File: src/rtl/v810_pkg.sv
`default_nettype none
// ============================================================================
// Module      : v810_pkg
// Description : Shared types and constants for the V810 instruction prefetch
//               unit: the queue entry layout, the reset fetch address and the
//               fetch state encoding.
// Revision    : 1.0 - initial release
// ============================================================================
package v810_pkg;

  // Fetch address taken out of reset
  localparam logic [31:0] RESET_PC = 32'hFFFF_FFF0;

  // One queued halfword together with the address it was fetched from
  typedef struct packed {
    logic [15:0] ir;
    logic [31:0] pc;
  } pf_entry_t;

  // Fetch sequencer states
  typedef enum logic [1:0] {
    ST_IDLE    = 2'd0,
    ST_REQ     = 2'd1,
    ST_DISCARD = 2'd2
  } pf_state_t;

endpackage : v810_pkg
`default_nettype wire

File: src/rtl/v810_pf_fifo.sv
`default_nettype none
// ============================================================================
// Module      : v810_pf_fifo
// Description : Prefetch queue storage. Circular buffer of pf_entry_t with
//               push, pop, flush and an occupancy count. Flush wins over
//               push/pop; nothing moves while ce_i is low.
// Revision    : 1.0 - initial release
// ============================================================================
module v810_pf_fifo
  import v810_pkg::*;
#(
  parameter int DEPTH = 4
) (
  input  logic                     clk_i,
  input  logic                     res_i,
  input  logic                     ce_i,
  input  logic                     push_i,
  input  pf_entry_t                data_i,
  input  logic                     pop_i,
  input  logic                     flush_i,
  output pf_entry_t                head_o,
  output logic [$clog2(DEPTH):0]   count_o
);

  localparam int AW = $clog2(DEPTH);
  localparam int CW = AW + 1;

  pf_entry_t       mem_q [DEPTH];
  logic [AW-1:0]   rd_q;
  logic [AW-1:0]   wr_q;
  logic [CW-1:0]   count_q;
  logic            w_push;
  logic            w_pop;

  assign w_push  = ce_i & push_i & ~flush_i;
  assign w_pop   = ce_i & pop_i  & ~flush_i;
  assign head_o  = mem_q[rd_q];
  assign count_o = count_q;

  // Pointers and occupancy; pointers wrap naturally since DEPTH is a power of two
  always_ff @(posedge clk_i or posedge res_i) begin
    if (res_i) begin
      rd_q    <= '0;
      wr_q    <= '0;
      count_q <= '0;
    end else if (ce_i) begin
      if (flush_i) begin
        rd_q    <= '0;
        wr_q    <= '0;
        count_q <= '0;
      end else begin
        if (w_push) wr_q <= wr_q + 1'b1;
        if (w_pop)  rd_q <= rd_q + 1'b1;
        count_q <= count_q + CW'(w_push) - CW'(w_pop);
      end
    end
  end

  // Entry storage needs no reset: an entry is only read once count covers it
  always_ff @(posedge clk_i) begin
    if (w_push) mem_q[wr_q] <= data_i;
  end

endmodule : v810_pf_fifo
`default_nettype wire

File: src/rtl/v810_prefetch.sv
`default_nettype none
// ============================================================================
// Module      : v810_prefetch
// Description : V810 instruction prefetch unit. Issues one halfword request
//               at a time on the instruction bus, queues returned halfwords
//               with their addresses and presents the head to the IF stage.
//               A redirect flushes the queue; a request already on the bus
//               when the redirect arrives is completed and its data dropped.
//               Optional macro V810_PREFETCH_BYPASS_EN forwards the bus data
//               straight to the PF outputs when the queue is empty.
// Revision    : 1.0 - initial release
// ============================================================================
module v810_prefetch
  import v810_pkg::*;
#(
  parameter int DEPTH = 4
) (
  input  logic        clk_i,
  input  logic        res_i,
  input  logic        ce_i,
  input  logic        redir_i,
  input  logic [31:0] redir_pc_i,
  output logic [31:0] ia_o,
  output logic        ireq_o,
  input  logic        iack_i,
  input  logic [15:0] id_i,
  output logic        pf_valid_o,
  input  logic        pf_ready_i,
  output logic [15:0] pf_ir_o,
  output logic [31:0] pf_pc_o
);

  localparam int CW = $clog2(DEPTH) + 1;

  pf_state_t     state_q, state_d;
  logic [31:0]   fa_q, fa_d;
  logic [31:0]   ia_hold_q, ia_hold_d;

  logic [CW-1:0] w_count;
  logic [CW-1:0] w_cnt_next;
  pf_entry_t     w_head;
  logic          w_byp;
  logic          w_ack;
  logic          w_push;
  logic          w_fire;
  logic          w_fifo_pop;
  logic          w_flush;

`ifdef V810_PREFETCH_BYPASS_EN
  assign w_byp = ce_i & (state_q == ST_REQ) & iack_i & ~redir_i & (w_count == '0);
`else
  assign w_byp = 1'b0;
`endif

  assign pf_valid_o = (w_count != '0) | w_byp;
  assign pf_ir_o    = w_byp ? id_i : w_head.ir;
  assign pf_pc_o    = w_byp ? fa_q : w_head.pc;

  // A bypassed halfword taken by IF in the same cycle never enters the queue
  assign w_fire     = ce_i & pf_valid_o & pf_ready_i & ~redir_i;
  assign w_fifo_pop = w_fire & (w_count != '0);
  assign w_ack      = ce_i & iack_i & (state_q == ST_REQ);
  assign w_push     = w_ack & ~redir_i & ~(w_byp & pf_ready_i);
  assign w_flush    = ce_i & redir_i;
  assign w_cnt_next = w_count + CW'(w_push) - CW'(w_fifo_pop);

  // During DISCARD the bus must keep seeing the abandoned address
  assign ireq_o = (state_q != ST_IDLE);
  assign ia_o   = (state_q == ST_DISCARD) ? ia_hold_q : fa_q;

  v810_pf_fifo #(
    .DEPTH (DEPTH)
  ) u_fifo (
    .clk_i   (clk_i),
    .res_i   (res_i),
    .ce_i    (ce_i),
    .push_i  (w_push),
    .data_i  ({id_i, fa_q}),
    .pop_i   (w_fifo_pop),
    .flush_i (w_flush),
    .head_o  (w_head),
    .count_o (w_count)
  );

  // Next-state, fetch-pointer and held-address selection
  always_comb begin
    state_d   = state_q;
    fa_d      = fa_q;
    ia_hold_d = ia_hold_q;
    case (state_q)
      ST_IDLE: begin
        if (w_count < CW'(DEPTH)) state_d = ST_REQ;
      end
      ST_REQ: begin
        if (redir_i) begin
          if (!iack_i) begin
            state_d   = ST_DISCARD;
            ia_hold_d = fa_q;
          end
        end else if (iack_i) begin
          fa_d = fa_q + 32'd2;
          if (w_cnt_next >= CW'(DEPTH)) state_d = ST_IDLE;
        end
      end
      ST_DISCARD: begin
        if (iack_i) state_d = ST_REQ;
      end
      default: state_d = ST_IDLE;
    endcase
    if (redir_i) fa_d = {redir_pc_i[31:1], 1'b0};
  end

  // Sequencer registers, frozen while the clock enable is low
  always_ff @(posedge clk_i or posedge res_i) begin
    if (res_i) begin
      state_q   <= ST_IDLE;
      fa_q      <= RESET_PC;
      ia_hold_q <= RESET_PC;
    end else if (ce_i) begin
      state_q   <= state_d;
      fa_q      <= fa_d;
      ia_hold_q <= ia_hold_d;
    end
  end

endmodule : v810_prefetch
`default_nettype wire

File: config.mk
export PLATFORM = sky130hd
export DESIGN_NAME = v810_prefetch
export DESIGN_NICKNAME = d
export VERILOG_FILES = /design/src/rtl/v810_pkg.sv /design/src/rtl/v810_pf_fifo.sv /design/src/rtl/v810_prefetch.sv
export SDC_FILE = /design/constraint.sdc
export NUM_CORES = 1
export LEC_CHECK = 0
export CAP_MARGIN = 5
export CORE_ASPECT_RATIO = 1.1
export CORE_MARGIN = 5
export CORE_UTILIZATION = 50
export DETAILED_ROUTE_END_ITERATION = 6
export GPL_TIMING_DRIVEN = 0
export PLACE_DENSITY = 0.73
export SLEW_MARGIN = 5
export SYNTH_ARGS = -nofsm -noshare
export SYNTH_HDL_FRONTEND = slang
export SYNTH_HIERARCHICAL = 1
export SYNTH_SLANG_ARGS = --single-unit
File: constraint.sdc
create_clock -name clk_i -period 4 [get_ports clk_i]
set_input_delay 0.8 -clock clk_i [delete_from_list [all_inputs] [get_ports clk_i]]
set_output_delay 0.8 -clock clk_i [all_outputs]
set_load 0.01 [all_outputs]
==> flow_summary.json, run 1 <==
{
  "nNetsFinal": 919,
  "numPortBuffers": 133,
  "placeableCoreArea_um2": 22640,
  "wl_met1_um": 10570,
  "fmax_mhz": 273.5,
  "rsz0062_at_grt": "no",
  "p_per_area_nw_per_um2": 585.5,
  "syn_area_um2": 11410,
  "clkTransAtPathRegs_ns": 0.06,
  "yosysSeqAreaShare_pct": 66.74,
  "worst_clock_skew_ns": 0.008621,
  "crit_fanout": 10,
  "htreeDepth": 1,
  "outcome": "completed",
  "die_x_um": 154.0,
  "cts_tree": "done",
  "tightest_slew_ns": 0.8347,
  "p_leak_nw": 4.835,
  "grt_start_max_net_pins": 65,
  "num_vias": 6815,
  "wl_met3_um": 1592,
  "grt_usage_pct": 19.42,
  "finalMaxSlewViolations": 0,
  "grt_pass1_wl_um": 40140,
  "cts_root_buffer": "clkbuf_16",
  "crit_path_frequent_cell": "clkbuf_1",
  "cts_setup_buffers": 0,
  "wire_per_inst_um": 21.59,
  "routed_wl_um": 25370,
  "cts_sinks": 263,
  "top_layer_used": "met4",
  "postCtsHoldBufs": 0,
  "synth-seq-cells": 263,
  "grt-ovfl-total": 0,
  "route.met2.wl_um": 12660,
  "synth.distinct_cells": 65,
  "yosys_most_used_dff": "edfxtp_1",
  "startpoint_type": "flop",
  "synthArstFlopShare_pct": 27.00,
  "cp_slowest_cell": "clkbuf_1",
  "synth_warnings": 6,
  "clock_path_buffers": 3,
  "initialDrtViolationCount": 626,
  "insertion_delay_ns": 0.51,
  "critPathKind": "reg2out",
  "endpoint_kind": "primary output",
  "path_cells": "nor2b_1 -> clkbuf_1 -> clkbuf_1 -> mux2_2 -> clkdlybuf4s50_1",
  "arrival_ns": 2.86,
  "fin_util_pct": 62.16,
  "syn-instance-count": 685,
  "drv_cap": 0,
  "antenna_found_initial": 0,
  "ios": 136,
  "synth_top_area_share_pct": 50.55,
  "vias_per_cell": 5.800,
  "vdd_drop_max_uv": 367.0,
  "drcViolationCount": 0,
  "firstDrtPassIters": 6,
  "fin_crit_ns": 3.656,
  "placementRows": 58,
  "cp_slowest_stage_delay_ns": 0.49,
  "synth_edf_count": 192,
  "synthTopCellsByArea": "edfxtp_1, dfstp_2, mux4_2",
  "gp_congestion": 0.8828,
  "hold_path_class": "reg2reg",
  "hpwlAfterDp_um": 17260,
  "cts_made_buffers": 27,
  "start_util_pct": 50.38,
  "hold_viol_final": 0,
  "placed_area_um2": 13220,
  "drive_above_1_share_pct": 28.23,
  "antennaDiodeCount": 0,
  "die_height_um": 168.4,
  "ctsResizeCount": 0,
  "synth.largest_area_cell": "edfxtp_1",
  "final-setup-viol-count": 0,
  "fin_crit_sh_pct": 91.40,
  "power.total_mw": 8.239,
  "drtAntennaViolNets": 0,
  "slew_headroom_pct": 44.35,
  "grt_pass1_vias": 7260,
  "design_area_um2": 14070,
  "syn_area_per_cell_um2": 16.65,
  "dieArea_um2": 25940,
  "cp.required_ns": 3.20,
  "syn_to_final_growth_pct": 23.39
}
-- worst max-delay path: cells and delay by family (launching register included) --
family | cells | cell delay, ns
simple gates | 1 | 0.14
buf+inv | 3 | 1.34
mux | 1 | 0.41
flops | 1 | 0.44
-- cells in the final DEF (no fill, tap or decap), types with 15 or more instances in the layout --
| cell type | n |
|---|---|
| edfxtp_1 | 192 |
| clkdlybuf4s50_1 | 133 |
| mux2_2 | 64 |
| dfstp_2 | 56 |
| mux4_2 | 48 |
| clkbuf_1 | 28 |
| o21ai_0 | 28 |
| clkbuf_16 | 27 |
| nand2_1 | 26 |
| nor2_1 | 24 |
| inv_1 | 18 |
| nand3_1 | 18 |
| a21oi_1 | 15 |
| dfrtp_1 | 15 |
-- per-stage QoR --
stage / hold WS (ns) / cells / TNS [ns] / worst slack [ns]
2_1_floorplan: 0.4750 / 689 / 0 / 1.134
3_3_place_gp: 0.4839 / 1122 / -136.08 / -0.7268
3_5_place_dp: 0.4938 / 1126 / 0 / 0.04577
4_1_cts: 0.5073 / 1175 / 0 / 0.2679
5_1_grt: 0.5328 / 1175 / 0 / 0.1608
6_report: 0.5105 / 1175 / 0 / 0.3439
-- Yosys cell counts, drive strengths merged (7+ instances only) --
master,instances
nor2,24
mux2,64
nand2,26
clkbuf,25
o21ai,29
mux2i,10
nor3,9
a31oi,8
nand3,18
a21oi,15
buf,16
o22ai,7
and3,13
edfxtp,192
ha,9
dfstp,56
nand4,12
dfrtp,15
mux4,48
inv,19
-- layer usage --
layer  track usage [%]  vias up
li1                  -     3047
met1             26.77     3438
met2             32.16      282
met3             3.136       48
met4             5.799        0
met5                 0        -
-- sequential cells by signal (all words and copies together), names as in the netlist --
signal	cells
u_fifo/wr_q	2
state_q	2
u_fifo/count_o	3
ia_hold_q	31
u_fifo/mem_q	192
u_fifo/rd_q	2
fa_q	31
-- worst paths after layout --
check                                       start                 to  slack [ns]  cells after the start
worst max-delay path                   state_q[0]           ia_o[10]        0.34                      5
min in group asynchronous                   res_i     u_fifo/wr_q[0]        0.63                      2
worst min register to register       ia_hold_q[1]       ia_hold_q[1]        0.51                      1
max in group asynchronous                   res_i            fa_q[2]        2.60                      2
worst max register to register  u_fifo/count_o[1]  u_fifo/count_o[2]        1.29                     11
worst min-delay path                 ia_hold_q[1]       ia_hold_q[1]        0.51                      1
-- power by group --
| group | switching (mW) | internal, mW |
|---|---|---|
| combinational | 0.867 | 1.15 |
| sequential | 0.355 | 3.46 |
| clock | 0.976 | 1.43 |
| total | 2.20 | 6.04 |
-- area by class of cell --
| type | count | area [µm²] |
|---|---|---|
| Sequential cell | 263 | 7612 |
| Tap cell | 300 | 375.4 |
| Fill cell | 1639 | 8568 |
| Multi-Input combinational cell | 365 | 3437 |
| Clock buffer | 37 | 747.0 |
| Timing Repair Buffer | 137 | 1411 |
| Clock inverter | 12 | 111.4 |
| Buffer | 41 | 301.5 |
| Inverter | 20 | 77.57 |
-- kinds of logic (layout without fill, tap and decap cells) --
group	after synthesis	after routing	synth area share (%)
DFF	263	263	66.74
and+or+nand+nor	134	134	6.724
muxes	122	122	16.67
AOI/OAI and AO/OA	90	90	5.057
buffers and inverters	61	247	3.302
adders and majority gates	10	10	1.163
xor gates and xnor gates	4	4	0.3072
other	1	5	0.03288
No activity file was read; power rests on OpenSTA's default activity.
==> run 2: changes to the inputs <==
Settings changed: CELL_PAD_IN_SITES_DETAIL_PLACEMENT from default to 1, CELL_PAD_IN_SITES_GLOBAL_PLACEMENT from default to 1, PLACE_DENSITY 0.73 to default, PLACE_DENSITY_LB_ADDON from default to 0.1.
==> run 2 against run 1 <==
Effect of this change:
- sequential share of layout area is 0.063 points lower
- critical path type unchanged
- utilization grew 0.072 points
- clock-buffer cell count unchanged
- total power up 1.3%
- clock power increased by 2%
- hold slack better by 0.018 ns
- largest cell class unchanged
- final cell count increased by 0.17%
- routed wire length increased by 12%
- clock skew about the same
- maximum frequency is 2.7% lower
- critical endpoint is now ia_o[22]
==> flow_summary.json, run 2 (synthesis results as in run 1) <==
{
  "cts_setup_buffers": 0,
  "nNetsFinal": 920,
  "cp.required_ns": 3.20,
  "fin_setup_tns_ns": 0,
  "tightest_slew_ns": 0.8496,
  "grt_pass1_wl_um": 44510,
  "crit_path_frequent_cell": "clkbuf_1",
  "worst_clock_skew_ns": 0.009072,
  "p_per_area_nw_per_um2": 592.6,
  "fin_util_pct": 62.23,
  "slew_headroom_pct": 43.36,
  "cts_made_buffers": 28,
  "largest_registers": "u_fifo/mem_q x192, fa_q x31, ia_hold_q x31",
  "cts_root_buffer": "clkbuf_16",
  "startpoint_type": "flop",
  "drtAntennaViolNets": 0,
  "dieArea_um2": 25940,
  "antenna_found_initial": 0,
  "start_util_pct": 50.38,
  "grt_pass1_vias": 7710,
  "layout_common_cells": "edfxtp_1, clkdlybuf4s50_1, mux2_2",
  "cts_sinks": 263,
  "die_x_um": 154.0,
  "rsz0062_at_grt": "no",
  "crit_fanout": 10,
  "grt_start_max_net_pins": 65,
  "largest_register_ffs": 192,
  "htreeDepth": 1,
  "cp_top_family": "buffers and inverters",
  "p_leak_nw": 4.849,
  "placeableCoreArea_um2": 22640,
  "routed_wl_um": 28420,
  "final-setup-viol-count": 0,
  "outcome": "completed",
  "ios": 136,
  "hold_ws_ns": 0.5281,
  "firstDrtPassIters": 5,
  "hold_path_class": "reg2reg",
  "grt_usage_pct": 22.06,
  "cp_slowest_cell": "clkbuf_1",
  "placementRows": 58,
  "wire_per_inst_um": 24.15,
  "gp_congestion": 0.8738,
  "critPathKind": "reg2out",
  "vias_per_cell": 5.852,
  "endpoint_kind": "primary output",
  "fin_crit_ns": 3.756,
  "power.total_mw": 8.349,
  "fmax_mhz": 266.3,
  "drive_above_1_share_pct": 28.39,
  "antennaDiodeCount": 0,
  "hold_viol_final": 0,
  "finalMaxSlewViolations": 0,
  "die_height_um": 168.4,
  "path_buf_inv": 3,
  "hpwlAfterDp_um": 19330,
  "grt-ovfl-total": 0,
  "clock_path_buffers": 3,
  "numPortBuffers": 133,
  "multi_input_area_um2": 3437,
  "drcViolationCount": 0,
  "postCtsHoldBufs": 0,
  "fin_crit_sh_pct": 93.89,
  "cts_tree": "done",
  "insertion_delay_ns": 0.53,
  "syn_to_final_growth_pct": 23.53,
  "clkTransAtPathRegs_ns": 0.06,
  "vdd_drop_max_uv": 338.2,
  "top_register": "u_fifo/mem_q",
  "n_fill_cell": 2079,
  "num_vias": 6888,
  "cp_slowest_stage_delay_ns": 0.49,
  "initialDrtViolationCount": 531,
  "regArea_um2": 7612,
  "drv_cap": 0,
  "arrival_ns": 2.96,
  "mostFrequentLayoutCell": "edfxtp_1",
  "path_cells": "nor2b_1 -> clkbuf_1 -> clkbuf_1 -> mux2_2 -> clkdlybuf4s50_1"
}
==> run 2: changes by cell type in the layout (fill, tap and decap cells not counted) <==
cell	change
clkbuf_16	+2
clkbuf_2	+2
clkbuf_4	-1
clkbuf_8	-3
clkinv_2	+4
clkinvlp_2	-1
clkinvlp_4	+1
inv_6	-2
==> run 2: cell type report <==
cell class                 count  share of cell area, %
buffer                        41                  2.158
clock buffer                  37                  5.364
clock inverter                14                 0.8259
inverter                      20                 0.5506
multi-input combinational    365                  24.39
sequential                   263                  54.03
tap                          300                  2.664
timing repair buffer         137                  10.02
==> run 2: where the power goes <==
part | switching (mW) | total, mW | leakage (nW) | internal [mW]
Combinational | 0.902 | 2.06 | 1.92 | 1.16
Sequential | 0.377 | 3.83 | 2.50 | 3.46
Clock | 1.01 | 2.46 | 0.427 | 1.45
==> run 2: stage by stage <==
stage | cells | area [µm²] | worst slack, ns
floorplan | 689 | 11420 | 1.134
global placement | 1122 | 13130 | -0.8852
detailed placement | 1126 | 13220 | 0.01220
CTS | 1177 | 14090 | 0.04365
global route | 1177 | 14090 | 0.06708
finish | 1177 | 14090 | 0.2443
==> run 2: per-layer routing <==
layer | up-vias | share of wire, % | global-route usage (%)
met3 | 43 | 5.6 | 4.139
met4 | 0 | 2.0 | 6.106
li1 | 3041 | - | -
met5 | - | 0 | 0
met1 | 3571 | 41 | 28.58
met2 | 233 | 51 | 38.30
==> run 2: repair_timing <==
item / CTS / global route
setup endpoints to repair: 0 / 10
endpoints found under the hold margin: 0 / 0
gates resized for setup: 0 / 4
==> run 2: final timing paths <==
check                             startpoint                 to  slack [ns]  depth (start not counted)
min reg2reg                     ia_hold_q[3]       ia_hold_q[3]        0.53                          1
min in group asynchronous              res_i  u_fifo/count_o[0]        0.62                          2
min                             ia_hold_q[3]       ia_hold_q[3]        0.53                          1
max in group asynchronous              res_i       ia_hold_q[1]        2.60                          2
max                               state_q[0]           ia_o[22]        0.24                          5
max reg2reg                u_fifo/count_o[1]  u_fifo/count_o[2]        1.29                         11
==> run 2: worst register-to-register path, delay by kind of cell (launching register included) <==
| kind | cells | cell delay, ns |
|---|---|---|
| AOI/OAI and AO/OA | 2 | 0.26 |
| xor gates and xnor gates | 1 | 0.15 |
| adders and majority gates | 3 | 0.79 |
| buffers and inverters | 2 | 0.11 |
| DFF | 1 | 0.46 |
| and+or+nand+nor | 3 | 0.81 |
==> run 3: changes to the inputs <==
Settings changed: CTS_BUF_LIST from default to sky130_fd_sc_hd__clkbuf_4 sky130_fd_sc_hd__clkbuf_8.
==> run 3 against run 2 <==
Effect of this change:
- first-iteration DRC count down 11%
- sequential power about the same
- hold slack worse by 0.012 ns
- die area unchanged
- non-clock buffer count unchanged
- final cell count up 1.9%
- register-to-register slack about the same
- maximum frequency down 1.3%
- setup slack worse by 0.048 ns
- cell area down 0.14%
- critical path type unchanged
- largest cell class unchanged
- largest power group unchanged
==> flow_summary.json, run 3 (synthesis results as in run 1) <==
{
  "mostFrequentLayoutCell": "edfxtp_1",
  "placementRows": 58,
  "clkTransAtPathRegs_ns": 0.06,
  "critPathKind": "reg2out",
  "instances_no_fill": 1199,
  "p_int_mw": 5.934,
  "power.total_mw": 8.220,
  "firstDrtPassIters": 7,
  "dieArea_um2": 25940,
  "worst_clock_skew_ns": 0.01764,
  "drcViolationCount": 0,
  "drtAntennaViolNets": 0,
  "wl_met3_um": 1578,
  "num_vias": 6951,
  "route.met2.wl_um": 14560,
  "grt_pass1_wl_um": 44510,
  "grt_pass1_vias": 7790,
  "timing.final.ws_setup_ns": 0.1958,
  "placeableCoreArea_um2": 22640,
  "fin_setup_tns_ns": 0,
  "cp.required_ns": 3.20,
  "cts_root_buffer": "clkbuf_8",
  "hold_viol_final": 0,
  "final-setup-viol-count": 0,
  "largest_registers": "u_fifo/mem_q x192, fa_q x31, ia_hold_q x31",
  "worstSetupEndpoint": "ia_o[11]",
  "p_comb_share_pct": 25.0,
  "start_util_pct": 50.38,
  "placed_area_um2": 13220,
  "fin_crit_sh_pct": 95.10,
  "wire_per_inst_um": 23.66,
  "fin_crit_ns": 3.804,
  "hold_path_class": "reg2reg",
  "p_clk_share_pct": 28.4,
  "grt_usage_pct": 22.10,
  "fmax_mhz": 262.9,
  "antennaDiodeCount": 0,
  "reg2reg_to": "u_fifo/count_o[2]",
  "slew_headroom_pct": 38.89,
  "post-place-ws_ns": 0.01220,
  "grt-ovfl-total": 0,
  "rsz0062_at_grt": "no",
  "timing.rr.start": "u_fifo/count_o[1]",
  "initialDrtViolationCount": 471,
  "cts_sinks": 263,
  "insertion_delay_ns": 0.54,
  "routed_wl_um": 28370,
  "drv_cap": 0,
  "drive_above_1_share_pct": 31.15,
  "die_x_um": 154.0,
  "hpwlAfterDp_um": 19330,
  "vias_per_cell": 5.797,
  "seq_power_share_pct": 46.6,
  "antenna_found_initial": 0,
  "path_buf_inv": 3,
  "top_layer_used": "met4",
  "numPortBuffers": 133,
  "clock_path_buffers": 3,
  "startpoint_type": "flop",
  "p_per_area_nw_per_um2": 584.2,
  "dp.cells": 1126,
  "crit_fanout": 10,
  "tightest_slew_ns": 0.9096,
  "htreeDepth": 2,
  "cts_setup_buffers": 0,
  "ios": 136,
  "design_area_um2": 14070,
  "gp_congestion": 0.8738,
  "cts_tree": "done",
  "top_register": "u_fifo/mem_q",
  "syn_to_final_growth_pct": 23.35,
  "outcome": "completed",
  "nNetsFinal": 935,
  "hold_start": "ia_hold_q[2]",
  "layout_common_cells": "edfxtp_1, clkdlybuf4s50_1, mux2_2",
  "grt_start_max_net_pins": 65,
  "cts_made_buffers": 43,
  "finalMaxSlewViolations": 0,
  "p_leak_nw": 4.878,
  "arrival_ns": 3.00,
  "path_cells": "nor2b_1 -> clkbuf_1 -> clkbuf_1 -> mux2_2 -> clkdlybuf4s50_1",
  "reg2reg_setup_slack_ns": 1.28,
  "cp_slowest_stage_delay_ns": 0.54,
  "critPathLaunch": "state_q[0]",
  "reg2regPathDepth": 11,
  "wl_met1_um": 11580,
  "crit_path_frequent_cell": "clkbuf_1",
  "die_height_um": 168.4,
  "crit_cells": 5,
  "largest_register_ffs": 192,
  "swShare_pct": 27.81,
  "vdd_drop_max_uv": 260.8,
  "endpoint_kind": "primary output",
  "switchingPower_mw": 2.286,
  "cp_top_family": "buffers and inverters",
  "cp_slowest_cell": "clkbuf_1"
}
-- run 3: cell count changes in the layout (fill, tap and decap cells not counted), moves of 2 or more --
cell / delta
clkbuf_4: +16
clkinv_1: -2
clkbuf_8: +45
inv_6: +2
clkbuf_1: -7
clkbuf_16: -29
-- run 3: power by group through the flow --
stage | combinational (mW) | sequential, mW | clock [mW]
CTS | 2.09 | 3.82 | 2.39
detailed placement | 2.08 | 3.87 | 0
floorplan | 1.23 | 3.70 | 0
global placement | 2.01 | 3.82 | 0
finish | 2.06 | 3.83 | 2.34
global route | 2.21 | 3.87 | 2.53
-- run 3: how the worst min path moves through the flow --
stage / slack [ns] / cells after the start / endpoint
floorplan: 0.47 / 1 / ia_hold_q[1]
global placement: 0.49 / 1 / ia_hold_q[2]
detailed placement: 0.50 / 1 / ia_hold_q[2]
CTS: 0.52 / 1 / ia_hold_q[2]
global route: 0.53 / 1 / ia_hold_q[2]
finish: 0.52 / 1 / ia_hold_q[2]
-- run 3: stage by stage --
| step | hold WS [ns] | utilization (%) |
|---|---|---|
| final | 0.5165 | 62.14 |
| after global routing | 0.5312 | 62.14 |
| after CTS | 0.5155 | 62.14 |
| after detailed placement | 0.4972 | 58.37 |
| after global placement | 0.4875 | 57.98 |
| after floorplan | 0.4750 | - |
-- run 3: final cells by class --
class,count,area [µm²]
sequential,263,7612
timing repair buffer,137,1411
clock buffer,61,739.5
tap,300,375.4
fill,2086,8572
multi-input combinational,365,3437
buffer,41,302.8
clock inverter,12,113.9
inverter,20,77.57
-- run 3: per-layer routing --
metal / vias to the layer above / GRT usage, %
met4: 0 / 7.220
met2: 249 / 38.15
met1: 3570 / 28.51
met5: - / 0
met3: 55 / 3.907
li1: 3077 / -
-- run 3: what timing repair did --
| action | CTS | global route |
|---|---|---|
| hold buffers | 0 | 0 |
| resized for setup | 0 | 2 |
| setup endpoints to repair | 0 | 5 |
